==> src/rtl/wbs_multibank_ctrl.sv <==
// wbs_multibank_ctrl: Wishbone slave exposing mode/debug/status registers and NUM_BANKS
// single-port SRAM banks whose entries are wider than one bus word. Partial entries are
// collected in a shadow register so each entry is committed with one SRAM write.
module wbs_multibank_ctrl #(
  parameter int unsigned NUM_BANKS    = 4,
  parameter int unsigned MEM_W        = 64,
  parameter int unsigned MEM_ADDR_W   = 9,
  parameter int unsigned READ_LATENCY = 1
) (
  input  logic                       wb_clk_i,
  input  logic                       wb_rst_i,
  input  logic                       wbs_stb_i,
  input  logic                       wbs_cyc_i,
  input  logic                       wbs_we_i,
  input  logic [3:0]                 wbs_sel_i,
  input  logic [31:0]                wbs_dat_i,
  input  logic [31:0]                wbs_adr_i,
  output logic                       wbs_ack_o,
  output logic [31:0]                wbs_dat_o,
  output logic                       wbs_mode,
  output logic                       wbs_debug,
  output logic [NUM_BANKS-1:0]       mem_csb,
  output logic [NUM_BANKS-1:0]       mem_web,
  output logic [MEM_ADDR_W-1:0]      mem_addr,
  output logic [MEM_W-1:0]           mem_wdata,
  input  logic [NUM_BANKS*MEM_W-1:0] mem_rdata
);

  localparam int unsigned WPE    = (MEM_W + 31) / 32;
  localparam int unsigned WSEL_W = $clog2(WPE);
  localparam int unsigned SH_W   = WPE * 32;
  localparam int unsigned BANK_W = 4;
  localparam int unsigned TAG_W  = BANK_W + MEM_ADDR_W;
  localparam int unsigned CNT_W  = 3;

  typedef enum logic [2:0] {IDLE, RD_REQ, RD_WAIT, WR, ACK} state_t;

  state_t state_q, state_d;

  logic [MEM_W-1:0]      sh_data_q, sh_data_d;
  logic [TAG_W-1:0]      sh_tag_q, sh_tag_d;
  logic                  sh_valid_q, sh_valid_d;
  logic [BANK_W-1:0]     req_bank_q, req_bank_d;
  logic [WSEL_W-1:0]     req_word_q, req_word_d;
  logic [CNT_W-1:0]      cnt_q, cnt_d;
  logic                  drop_q, drop_d;

  logic                  ack_d, mode_d, debug_d;
  logic [31:0]           dat_d;
  logic [NUM_BANKS-1:0]  csb_d, web_d;
  logic [MEM_ADDR_W-1:0] addr_d;
  logic [MEM_W-1:0]      wdata_d;

  logic                  bus_req, take, drop_now;
  logic                  page_hit, is_reg, is_bank, word_ok, bank_ok, final_word, tag_hit;
  logic [4:0]            page5;
  logic [23:0]           reg_idx;
  logic [BANK_W-1:0]     dec_bank;
  logic [MEM_ADDR_W-1:0] dec_entry;
  logic [WSEL_W-1:0]     dec_word;
  logic [TAG_W-1:0]      dec_tag;
  logic [SH_W-1:0]       merged;
  logic [MEM_W-1:0]      rd_entry;
  logic [SH_W-1:0]       rd_pad;
  logic [31:0]           rd_word;

  // Address decode, shadow merge of the incoming word and read-word selection
  always_comb begin
    bus_req    = wbs_cyc_i & wbs_stb_i;
    take       = bus_req & ~wbs_ack_o & (state_q == IDLE);
    drop_now   = drop_q | ~bus_req;
    page_hit   = (wbs_adr_i[31:28] == 4'h3);
    page5      = {1'b0, wbs_adr_i[27:24]};
    reg_idx    = wbs_adr_i[23:0];
    is_reg     = page_hit && (page5 == 5'd0);
    is_bank    = page_hit && (page5 != 5'd0) && (page5 <= 5'(NUM_BANKS));
    dec_bank   = wbs_adr_i[27:24] - 4'd1;
    dec_entry  = wbs_adr_i[WSEL_W+MEM_ADDR_W-1:WSEL_W];
    dec_word   = wbs_adr_i[WSEL_W-1:0];
    word_ok    = 32'(dec_word) < WPE;
    final_word = 32'(dec_word) == (WPE - 1);
    bank_ok    = is_bank && word_ok && wbs_debug;
    dec_tag    = {dec_bank, dec_entry};
    tag_hit    = sh_valid_q && (sh_tag_q == dec_tag);
    merged     = tag_hit ? SH_W'(sh_data_q) : '0;
    for (int i = 0; i < 4; i++) begin
      if (wbs_sel_i[i]) merged[32'(dec_word)*32 + 32'(i)*8 +: 8] = wbs_dat_i[i*8 +: 8];
    end
    rd_entry   = mem_rdata[32'(req_bank_q)*MEM_W +: MEM_W];
    rd_pad     = SH_W'(rd_entry);
    rd_word    = rd_pad[32'(req_word_q)*32 +: 32];
  end

  // State register
  always_ff @(posedge wb_clk_i) begin
    if (wb_rst_i) state_q <= IDLE;
    else          state_q <= state_d;
  end

  // Next-state logic
  always_comb begin
    state_d = state_q;
    case (state_q)
      IDLE: begin
        if (take) begin
          if (bank_ok && !wbs_we_i)     state_d = RD_REQ;
          else if (bank_ok && final_word) state_d = WR;
          else                          state_d = ACK;
        end
      end
      RD_REQ:  state_d = RD_WAIT;
      RD_WAIT: begin
        if (cnt_q == CNT_W'(READ_LATENCY - 1)) state_d = drop_now ? IDLE : ACK;
      end
      WR:      state_d = drop_now ? IDLE : ACK;
      ACK:     state_d = IDLE;
      default: state_d = IDLE;
    endcase
  end

  // Output and datapath next values
  always_comb begin
    ack_d      = (state_d == ACK);
    dat_d      = '0;
    mode_d     = wbs_mode;
    debug_d    = wbs_debug;
    csb_d      = '1;
    web_d      = '1;
    addr_d     = mem_addr;
    wdata_d    = mem_wdata;
    sh_data_d  = sh_data_q;
    sh_tag_d   = sh_tag_q;
    sh_valid_d = sh_valid_q;
    req_bank_d = req_bank_q;
    req_word_d = req_word_q;
    cnt_d      = '0;
    drop_d     = 1'b0;

    if (state_q == RD_REQ || state_q == RD_WAIT || state_q == WR) drop_d = drop_now;
    if (state_q == RD_WAIT) cnt_d = cnt_q + CNT_W'(1);
    if (state_q == RD_WAIT && state_d == ACK) dat_d = rd_word;

    if (take) begin
      if (is_reg) begin
        if (wbs_we_i) begin
          if (reg_idx == 24'd0 && wbs_sel_i[0]) mode_d  = wbs_dat_i[0];
          if (reg_idx == 24'd1 && wbs_sel_i[0]) debug_d = wbs_dat_i[0];
        end else begin
          case (reg_idx)
            24'd0:   dat_d = {31'b0, wbs_mode};
            24'd1:   dat_d = {31'b0, wbs_debug};
            24'd2:   dat_d = {30'b0, sh_valid_q, wbs_debug};
            default: dat_d = '0;
          endcase
        end
      end else if (bank_ok) begin
        if (!wbs_we_i) begin
          req_bank_d = dec_bank;
          req_word_d = dec_word;
          addr_d     = dec_entry;
          for (int unsigned b = 0; b < NUM_BANKS; b++) begin
            if (BANK_W'(b) == dec_bank) csb_d[b] = 1'b0;
          end
        end else if (final_word) begin
          addr_d     = dec_entry;
          wdata_d    = merged[MEM_W-1:0];
          sh_data_d  = '0;
          sh_valid_d = 1'b0;
          for (int unsigned b = 0; b < NUM_BANKS; b++) begin
            if (BANK_W'(b) == dec_bank) begin
              csb_d[b] = 1'b0;
              web_d[b] = 1'b0;
            end
          end
        end else begin
          sh_data_d  = merged[MEM_W-1:0];
          sh_tag_d   = dec_tag;
          sh_valid_d = 1'b1;
        end
      end
    end
  end

  // Output and datapath registers
  always_ff @(posedge wb_clk_i) begin
    if (wb_rst_i) begin
      wbs_ack_o  <= 1'b0;
      wbs_dat_o  <= '0;
      wbs_mode   <= 1'b0;
      wbs_debug  <= 1'b0;
      mem_csb    <= '1;
      mem_web    <= '1;
      mem_addr   <= '0;
      mem_wdata  <= '0;
      sh_data_q  <= '0;
      sh_tag_q   <= '0;
      sh_valid_q <= 1'b0;
      req_bank_q <= '0;
      req_word_q <= '0;
      cnt_q      <= '0;
      drop_q     <= 1'b0;
    end else begin
      wbs_ack_o  <= ack_d;
      wbs_dat_o  <= dat_d;
      wbs_mode   <= mode_d;
      wbs_debug  <= debug_d;
      mem_csb    <= csb_d;
      mem_web    <= web_d;
      mem_addr   <= addr_d;
      mem_wdata  <= wdata_d;
      sh_data_q  <= sh_data_d;
      sh_tag_q   <= sh_tag_d;
      sh_valid_q <= sh_valid_d;
      req_bank_q <= req_bank_d;
      req_word_q <= req_word_d;
      cnt_q      <= cnt_d;
      drop_q     <= drop_d;
    end
  end

endmodule

==> config.mk <==
export PLATFORM = sky130hd
export DESIGN_NAME = wbs_multibank_ctrl
export DESIGN_NICKNAME = d
export VERILOG_FILES = /design/src/rtl/wbs_multibank_ctrl.sv
export SDC_FILE = /design/constraint.sdc
export NUM_CORES = 1
export LEC_CHECK = 0
export CAP_MARGIN = 40
export CORE_AREA = 5 5 169 171
export DETAILED_ROUTE_END_ITERATION = 6
export DIE_AREA = 0 0 174 176
export GPL_TIMING_DRIVEN = 0
export PLACE_DENSITY = 0.69
export SKIP_CTS_REPAIR_TIMING = 1
export SLEW_MARGIN = 20
export SYNTH_ARGS = -nofsm -noshare
export SYNTH_HDL_FRONTEND = slang
export SYNTH_SLANG_ARGS = --single-unit
==> constraint.sdc <==
create_clock -name wb_clk_i -period 4.55 [get_ports wb_clk_i]
set_input_delay 0.91 -clock wb_clk_i [delete_from_list [all_inputs] [get_ports wb_clk_i]]
set_output_delay 0.91 -clock wb_clk_i [all_outputs]
set_load 0.01 [all_outputs]
# Word-level counts from Yosys, hierarchy flattened
# Cells that the tools add are included.
dict set report word_totals {
  elab_cells 121
  regBits 206
  out_inout_bits 116
}
dict set report classes {
  addsub 9
  n_reduce_logical 30
  bitwise 13
  muxes 30
  n_eq_ne 12
  shifts 10
  magnitude_cmp 1
}
# operator n
set op_table {}
lappend op_table {{$mux W64} 6}
lappend op_table {{$bwmux W64} 4}
lappend op_table {{$shift A8 B34 Y64 const A} 4}
lappend op_table {{$shiftx A256 B11 Y64} 1}
lappend op_table {{$shiftx A8 B34 Y64} 4}
lappend op_table {{$mux W32} 4}
lappend op_table {{$neg A7 Y34} 3}
lappend op_table {{$shiftx A64 B7 Y32} 1}
lappend op_table {{$neg A6 Y34} 1}
lappend op_table {{$eq A24 B1 Y1 const B} 1}
lappend op_table {{$eq A24 B2 Y1 const B} 1}
lappend op_table {{$logic_not A24 Y1} 1}
lappend op_table {{$reduce_and A4 Y1} 5}
lappend op_table {{$mux W9} 2}
lappend op_table {{$mux W3} 5}
lappend op_table {{$add A6 B5 Y7 const B} 2}
lappend op_table {{$eq A13 B13 Y1} 1}
lappend op_table {{$pmux W3 S4} 1}
lappend op_table {{$logic_and A1 B1 Y1} 10}
lappend op_table {{$reduce_and A5 Y1} 2}
lappend op_table {{$not A1 Y1} 9}
lappend op_table {{$eq A2 B4 Y1 const A} 2}
lappend op_table {{$logic_not A4 Y1} 2}
lappend op_table {{$mux W4} 2}
lappend op_table {{21 further kinds} 31}

# Logic depth before layout (Yosys ltp)
# Gate-level depths: netlist of run 1.
dict set report depth {
  ltp_word 15
  depth_mapped 10
  mapped_depth_nobuf 7
}

# Worst setup path before layout of run 1
# No wires, ideal clock.
dict set report synth_path {
  kind {input -> register}
  startpoint {input wbs_adr_i[24]}
  endpoint {register mem_wdata[37]}
  arrival_ns 2.830
  cell_stages 9
  setup_ns 0.074
  path_slack_ns 1.645
  path_buffers 2
  cell_sequence {inv_1 > ha_1 > xnor2_1 > nor4_1 > nand3_1 > or4_1 > buf_2 > buf_6 > o22ai_2}
}
dict set report synth_between {
  elab_chain_len 12
  elab_cells_between_ends 21
  classes_between {add/sub (1); order compare (1); eq/ne (1); mux (9); bitwise (1); reduce/logical (8)}
}
# item line_no
set synth_lines {}
lappend synth_lines {{from (decl)} 17} ;# input logic [31:0] wbs_adr_i,
lappend synth_lines {{$sub A4 B1 Y4} 77} ;# dec_bank = wbs_adr_i[27:24] - 4'd1;
lappend synth_lines {{$eq A13 B13 Y1} 84} ;# tag_hit = sh_valid_q && (sh_tag_q == dec_tag);
lappend synth_lines {{$logic_and A1 B1 Y1} 84}
lappend synth_lines {{$mux W64} 85} ;# merged = tag_hit ? SH_W'(sh_data_q) : '0;
lappend synth_lines {{$bwmux W64} 87} ;# if (wbs_sel_i[i]) merged[32'(dec_word)*32 + 32'(i)*8 +: 8] = wbs_dat_i[i*8 +: 8];
lappend synth_lines {{$mux W64} 87}
lappend synth_lines {{$bwmux W64} 87}
lappend synth_lines {{$mux W64} 87}
lappend synth_lines {{$bwmux W64} 87}
lappend synth_lines {{$mux W64} 87}
lappend synth_lines {{$bwmux W64} 87}
lappend synth_lines {{$mux W64} 87}
lappend synth_lines {{to (signal assigned)} 210} ;# mem_wdata <= wdata_d;
lappend synth_lines {{to (decl)} 25} ;# output logic [MEM_W-1:0] mem_wdata,
# Parallel ways exist; a longest one is shown, timed or not.
# A chain may end at the register's enable or synchronous reset.

# Worst setup path after layout of run 1
dict set report layout_path {
  startpoint {input wbs_adr_i[24]}
  endpoint {register mem_wdata[26]}
}
dict set report layout_between {
  elab_chain_len 12
  elab_cells_between_ends 21
  classes_between {add/sub (1); order compare (1); eq/ne (1); mux (9); bitwise (1); reduce/logical (8)}
}
# item line_no
set layout_lines {}
lappend layout_lines {{$sub A4 B1 Y4 (*)} 77}
lappend layout_lines {{named net dec_bank[0]} 58} ;# logic [BANK_W-1:0] dec_bank;
lappend layout_lines {{$eq A13 B13 Y1 (*)} 84}
lappend layout_lines {{$logic_and A1 B1 Y1 (*)} 84}
lappend layout_lines {{$mux W64 (*)} 85}
lappend layout_lines {{$bwmux W64} 87}
lappend layout_lines {{$mux W64 (*)} 87}
lappend layout_lines {{$bwmux W64} 87}
lappend layout_lines {{$mux W64 (*)} 87}
lappend layout_lines {{$bwmux W64} 87}
lappend layout_lines {{$mux W64 (*)} 87}
lappend layout_lines {{$bwmux W64} 87}
lappend layout_lines {{$mux W64 (*)} 87}
# Mark *: on every way through the listed nets, which the timed path passes. The rest lies on a longest branch.

==> results of run 1 <==
## layout by cell type, fill, tap and decap left out, types with 24 or more instances in the layout
master	Yosys	routed
o31a_1	33	33
a31oi_1	32	32
mux4_2	64	64
o22ai_2	30	30
nor3b_1	33	33
o21ai_0	32	32
nand2_1	32	32
mux2i_1	43	43
clkbuf_16	0	24
nor2_1	63	63
dfxtp_1	206	206
clkdlybuf4s50_1	0	438
clkbuf_1	53	53
a22o_1	64	64
## report_power, final
part | total (mW) | internal (mW) | switching (mW) | leakage, nW
Clock | 1.96 | 1.18 | 0.778 | 0.414
Combinational | 0.469 | 0.306 | 0.162 | 3.01
Sequential | 1.81 | 1.80 | 0.00103 | 1.66
Total | 4.23 | 3.29 | 0.942 | 5.08
## flip-flops by register name, summed over array words and instances (netlist names)
register	flops
mem_wdata	64
sh_data_q	64
wbs_dat_o	32
sh_tag_q	13
mem_addr	9
mem_csb	4
mem_web	4
req_bank_q	4
cnt_q	3
state_q	3
drop_q	1
req_word_q	1
sh_valid_q	1
wbs_ack_o	1
wbs_debug	1
wbs_mode	1
## worst paths after layout
kind | depth (start not counted) | endpoint | start
min reg2reg | 1 | cnt_q[0] | cnt_q[0]
max reg2reg | 6 | mem_wdata[26] | state_q[1]
max | 9 | mem_wdata[26] | wbs_adr_i[24]
min | 1 | cnt_q[0] | cnt_q[0]
## cells by family after synthesis
| kind of cell | synth area share |
|---|---|
| fa+ha+maj | 0.009325 |
| flops | 0.4391 |
| buf+inv | 0.03650 |
| xor+xnor | 0.01825 |
| mux | 0.1993 |
| simple gates | 0.09886 |
| compound gates | 0.1986 |
## cell type report
cell class,instances,area share
clock buffers,30,0.04512
plain buffers,72,0.01992
repair buffers,451,0.2968
clock inverters,14,0.009091
inverters,11,0.002727
diodes,3,0.0004959
well taps,341,0.02818
multi-input cells,537,0.3253
flip-flops and latches,206,0.2724
## per-layer routing
layer  share of wire  routed length (um)  vias to the layer above  track usage
met4           0.028                1101                       18      0.06170
met5          0.0032                 128                        -            0
met1            0.40               15740                     4357       0.3074
met2            0.47               18560                      426       0.3922
li1                -                   -                     4165            -
met3            0.10                4068                       75      0.08887
==> summary.md, run 1 <==
| Metric | Value |
|---|---|
| Setup TNS Final | `0 ns` |
| Vias | `9041` |
| Finished Cell Area | `15140 um2` |
| DRC viols | `0` |
| Synth top cells by count | `206 x dfxtp_1, 64 x a22o_1, 64 x mux4_2, 63 x nor2_1, 53 x clkbuf_1` |
| Initial antenna violation count | `13` |
| Final hold violations | `0` |
| Crit-path cells | `clkdlybuf4s50_1 -> inv_1 -> ha_1 -> xnor2_1 -> nor4_1 -> nand3_1 -> nor4_2 -> buf_2 -> a22o_1` |
| Max_slew headroom | `0.4029` |
| Clock buffer depth | `3` |
| Detailed Route Iter0 Violations | `565` |
| Register bit total from synthesis | `206` |
| Die ar. | `30620 um2` |
| Cell at the slowest stage of the critical path | `nor4_2` |
| Net Count, Synth | `1162` |
| RSZ-0062 raised after global routing | `no` |
| Num ports | `445` |
| Yosys warns | `0` |
| IO Port Bufs | `438` |
| First-pass GRT wire length | `57.21 mm` |
| Vias in the first global route | `9155` |
| Utilization after layout | `0.5665` |
| Clk slew on worst S/H paths | `0.06 ns` |
| Final Skew | `0.01718 ns` |
| Antenna viol nets, final | `0` |
| Synth Area per Inst | `11.37 um2` |
| Critical Path Fanout Max | `10` |
| Max_cap viols | `0` |
| Register area share after synthesis | `0.4391` |
| Synth top area cells | `dfxtp_1 44%, mux4_2 15%, a22o_1 6.0%` |
| CP Class | `primary input to flip-flop` |
| Final setup viols | `0` |
| Fin crit share | `0.8594` |
| Dominant synthesized flop cell | `dfxtp_1` |
| Core area | `26730 um2` |
| Yosys top cell area share | `0.4391` |
| Combined area of the multi-input logic cells | `4925 um2` |
| Area growth syn-to-layout | `61.20%` |
| CTS root buf | `clkbuf_16` |
| Total GRT Usage | `0.2418` |
| Endpoint class of the critical path | `flip-flop` |
| Fmax | `255.7 MHz` |
| Crit path max-delay family | `simple AND/OR/NAND/NOR gates` |
| Cell Pwr Density | `279.5 nW/um2` |
| Hold slack | `0.4520 ns` |
| Clock sink count | `206` |
| Worst path bufs/invs | `3` |
| Place WS | `0.01594 ns` |
| Largest area contributor in the netlist | `dfxtp_1` |
| DR WL/cell | `23.78 um` |
| Layout cells sized above 1 | `0.1294` |
| Fillcell total | `2349` |
| CP startpoint kind | `primary input` |
| Peak per-stage delay on the critical path | `0.80 ns` |
| Slew Limit Fails | `0` |
| Vias/cell | `5.430` |
| Largest net degree at the start of global routing | `14` |
| DP Cell Count | `1614` |
| Hold Crit Class | `flip-flop to flip-flop` |
| Syn Inst Count | `826` |
| Synth cell types | `48` |
| Worst setup margin | `0.6398 ns` |
| Crit path time final | `3.910 ns` |
| Synth Cell Area | `9392 um2` |
| Die Wd | `174 um` |
| # nets final | `1639` |
| EDFF count, synth | `0` |
| Drt total wl | `39.59 mm` |
| Global route overflow | `0` |
| DP HPWL | `32.25 mm` |
| Storage cell area | `4124 um2` |
| Clock Latency Late Sink | `0.52 ns` |
| Max VDD drop | `0.0002221 V` |
| Measured slew at the worst slew-check pin | `0.8860 ns` |
| H-tree levels | `1` |
| Worst endpoint required time | `5.00 ns` |
| Gpl congestion | `0.8966` |
| Power Total | `4.232 mW` |
| Leak | `5.078 nW` |
| Status | `finished, final reports clean` |
| # rows | `60` |
| Top-count cell post-synth | `dfxtp_1` |
| Critical path data arrival time | `4.36 ns` |
| TritonCTS clock tree | `yes` |
| DR pass1 iterations | `5` |
| Ys async rst share | `0` |
| Initial Util | `0.3514` |
| Die Ht | `176 um` |
| Register-to-register setup slack | `1.68 ns` |
| Final non-filler cell total | `1665` |
| Dpl cell area | `14270 um2` |
| TritonCTS buffer count | `24` |
No activity file was read; power rests on OpenSTA's default activity.
==> inputs of run 2 (changes only) <==
Settings changed: ABC_CLOCK_PERIOD_IN_PS from default to 4550, CAP_MARGIN 40 to default, CORE_AREA 5 5 169 171 to 2 2 171 173, DIE_AREA 0 0 174 176 to 0 0 173 175, PLACE_DENSITY 0.69 to 0.66.
==> summary.md, run 2 (same netlist as run 1, synthesis figures left out) <==
| Metric | Value |
|---|---|
| Clk slew on worst S/H paths | `0.05 ns (about the same)` |
| Worst endpoint required time | `4.98 ns (-0.02 ns)` |
| Layout cells sized above 1 | `0.1161 (-0.01338)` |
| Clock Latency Late Sink | `0.50 ns (-0.02 ns)` |
| Critical Path Fanout Max | `10 (unchanged)` |
| Finished Cell Area | `15000 um2 (-0.93%)` |
| Area growth syn-to-layout | `59.70%` |
| Total GRT Usage | `0.2451 (+0.003309)` |
| Biggest regs | `mem_wdata: 64 flops, sh_data_q: 64 flops, wbs_dat_o: 32 flops` |
| Sequential Power Share | `0.442 (+0.015)` |
| TritonCTS clock tree | `yes` |
| Fillcell total | `2594 (+10%)` |
| Initial antenna violation count | `17 (+4)` |
| Vias/cell | `5.388 (-0.77%)` |
| Sw Ratio | `0.2172 (-0.005343)` |
| Global route overflow | `0 (unchanged)` |
| Die ar. | `30280 um2 (-1.1%)` |
| Combined area of the multi-input logic cells | `4935 um2 (+0.20%)` |
| Max_cap viols | `0 (unchanged)` |
| RSZ-0062 raised after global routing | `no` |
| Ant. Diodes | `0 (-3)` |
| Most common cell after layout, fill and taps aside | `clkdlybuf4s50_1` |
| # nets final | `1625 (-0.85%)` |
| Core area | `28390 um2 (+6.2%)` |
| CTS root buf | `clkbuf_16` |
| Leak | `4.952 nW (-2.5%)` |
| H-tree levels | `1 (unchanged)` |
| Cell Pwr Density | `272.2 nW/um2 (-2.6%)` |
| Comb pwr share | `0.115 (+0.004)` |
| CP Class | `primary input to flip-flop` |
| CP startpoint kind | `primary input` |
| Switch Pwr | `0.8867 mW (-5.8%)` |
| Num ports | `445 (unchanged)` |
| Die Ht | `175 um (-0.57%)` |
| First-pass GRT wire length | `56.30 mm (-1.6%)` |
| Power share of the clock group | `0.442 (-0.021)` |
| Antenna viol nets, final | `0 (unchanged)` |
| Setup TNS Final | `0 ns (unchanged)` |
| Endpoint class of the critical path | `flip-flop` |
| Detailed Route Iter0 Violations | `585 (+3.5%)` |
| Clock sink count | `206 (unchanged)` |
| # rows | `62 (+3.3%)` |
| Dpl cell area | `14260 um2 (about the same)` |
| Fmax | `247.5 MHz (-3.2%)` |
| Commonest cells after routing, fill and taps aside | `438 x clkdlybuf4s50_1, 206 x dfxtp_1, 64 x a22o_1, 64 x mux4_2, 63 x nor2_1` |
| Vias in the first global route | `9075 (-0.87%)` |
| Final setup viols | `0 (unchanged)` |
| Largest net degree at the start of global routing | `14 (unchanged)` |
| Storage cell area | `4124 um2 (unchanged)` |
| Critical path data arrival time | `4.47 ns (+0.11 ns)` |
| DR pass1 iterations | `5 (unchanged)` |
| Drt total wl | `38.87 mm (-1.8%)` |
| Final hold violations | `0 (unchanged)` |
| Vias | `9079 (+0.42%)` |
| Clock buffer depth | `3 (unchanged)` |
| IO Port Bufs | `438 (unchanged)` |
| Final Skew | `0.01089 ns (-0.006290 ns)` |
| Measured slew at the worst slew-check pin | `1.030 ns (+0.1442 ns)` |
| Initial Util | `0.3308 (-0.02063)` |
| Crit path time final | `4.040 ns (+0.1296 ns)` |
| Slew Limit Fails | `0 (unchanged)` |
| Fin crit share | `0.8879 (+0.02848)` |
| DP HPWL | `31.59 mm (-2.0%)` |
| TritonCTS buffer count | `23 (-4.2%)` |
| Max_slew headroom | `0.3079 (-0.09494)` |
| DRC viols | `0 (unchanged)` |
| Internal power | `3.196 mW (-2.9%)` |
| Hold Crit Class | `flip-flop to flip-flop` |
| Gpl congestion | `0.8525 (-4.9%)` |
| Hold slack | `0.4489 ns (-0.003047 ns)` |
| Die Wd | `173 um (-0.57%)` |
| Max VDD drop | `0.0002188 V (-1.5%)` |
| Status | `finished, final reports clean` |
| DR WL/cell | `23.07 um (-3.0%)` |
[run 2: cell type report]
class                   instances  share of cell area
multi-input cells             537              0.3290
flip-flops and latches        206              0.2750
clock inverters                 5            0.003504
plain buffers                  72             0.02011
inverters                      11            0.002753
repair buffers                438              0.2923
well taps                     384             0.03203
clock buffers                  32             0.04530
[run 2: layer usage]
layer	GRT usage	share of wire	vias to the layer above
met5	0	0.0053	-
met4	0.05367	0.021	30
met3	0.09508	0.11	83
met2	0.3940	0.46	418
met1	0.3123	0.41	4427
li1	-	-	4121
[run 2: worst paths after layout]
kind                            depth (start not counted)     startpoint       endpoint  slack (ns)
worst max register to register                          7     state_q[1]  mem_wdata[26]        1.71
worst max-delay path                                   10  wbs_adr_i[24]  mem_wdata[26]        0.51
worst min register to register                          1       cnt_q[0]       cnt_q[0]        0.45
worst min-delay path                                    1       cnt_q[0]       cnt_q[0]        0.45
[run 2: power groups by stage]
| stage | Clock [mW] | Sequential (mW) | Combinational [mW] |
|---|---|---|---|
| 6_report | 1.81 | 1.81 | 0.471 |
| 5_1_grt | 1.91 | 1.80 | 0.496 |
| 4_1_cts | 1.84 | 1.81 | 0.469 |
| 3_5_place_dp | 0 | 1.85 | 0.466 |
| 3_3_place_gp | 0 | 1.85 | 0.462 |
| 2_1_floorplan | 0 | 1.85 | 0.118 |
[run 2: per-stage QoR]
step                        util  cells  total power [mW]  worst slack, ns
after floorplan                -    826             1.963            1.645
after global placement    0.5021   1648             2.308           0.1600
after detailed placement  0.5021   1648             2.312           0.1011
after CTS                 0.5279   1685             4.116           0.6038
after global routing      0.5282   1685             4.208           0.3535
final                     0.5282   1685             4.083           0.5102
[run 2: critical path, cell delays in order]
cell and delay, ns:
clkdlybuf4s50_1 0.68, inv_1 0.15, ha_1 0.29, xnor2_1 0.18, nand4_1 0.39, or2_1 0.35
buf_2 0.20, nor4_2 0.78, buf_2 0.37, a22o_1 0.18
==> inputs of run 3 (changes only) <==
Settings changed: CAP_MARGIN from default to 5.
==> results of run 3 <==
Same layout as run 2: the final DEF is identical, and so are final timing and power.
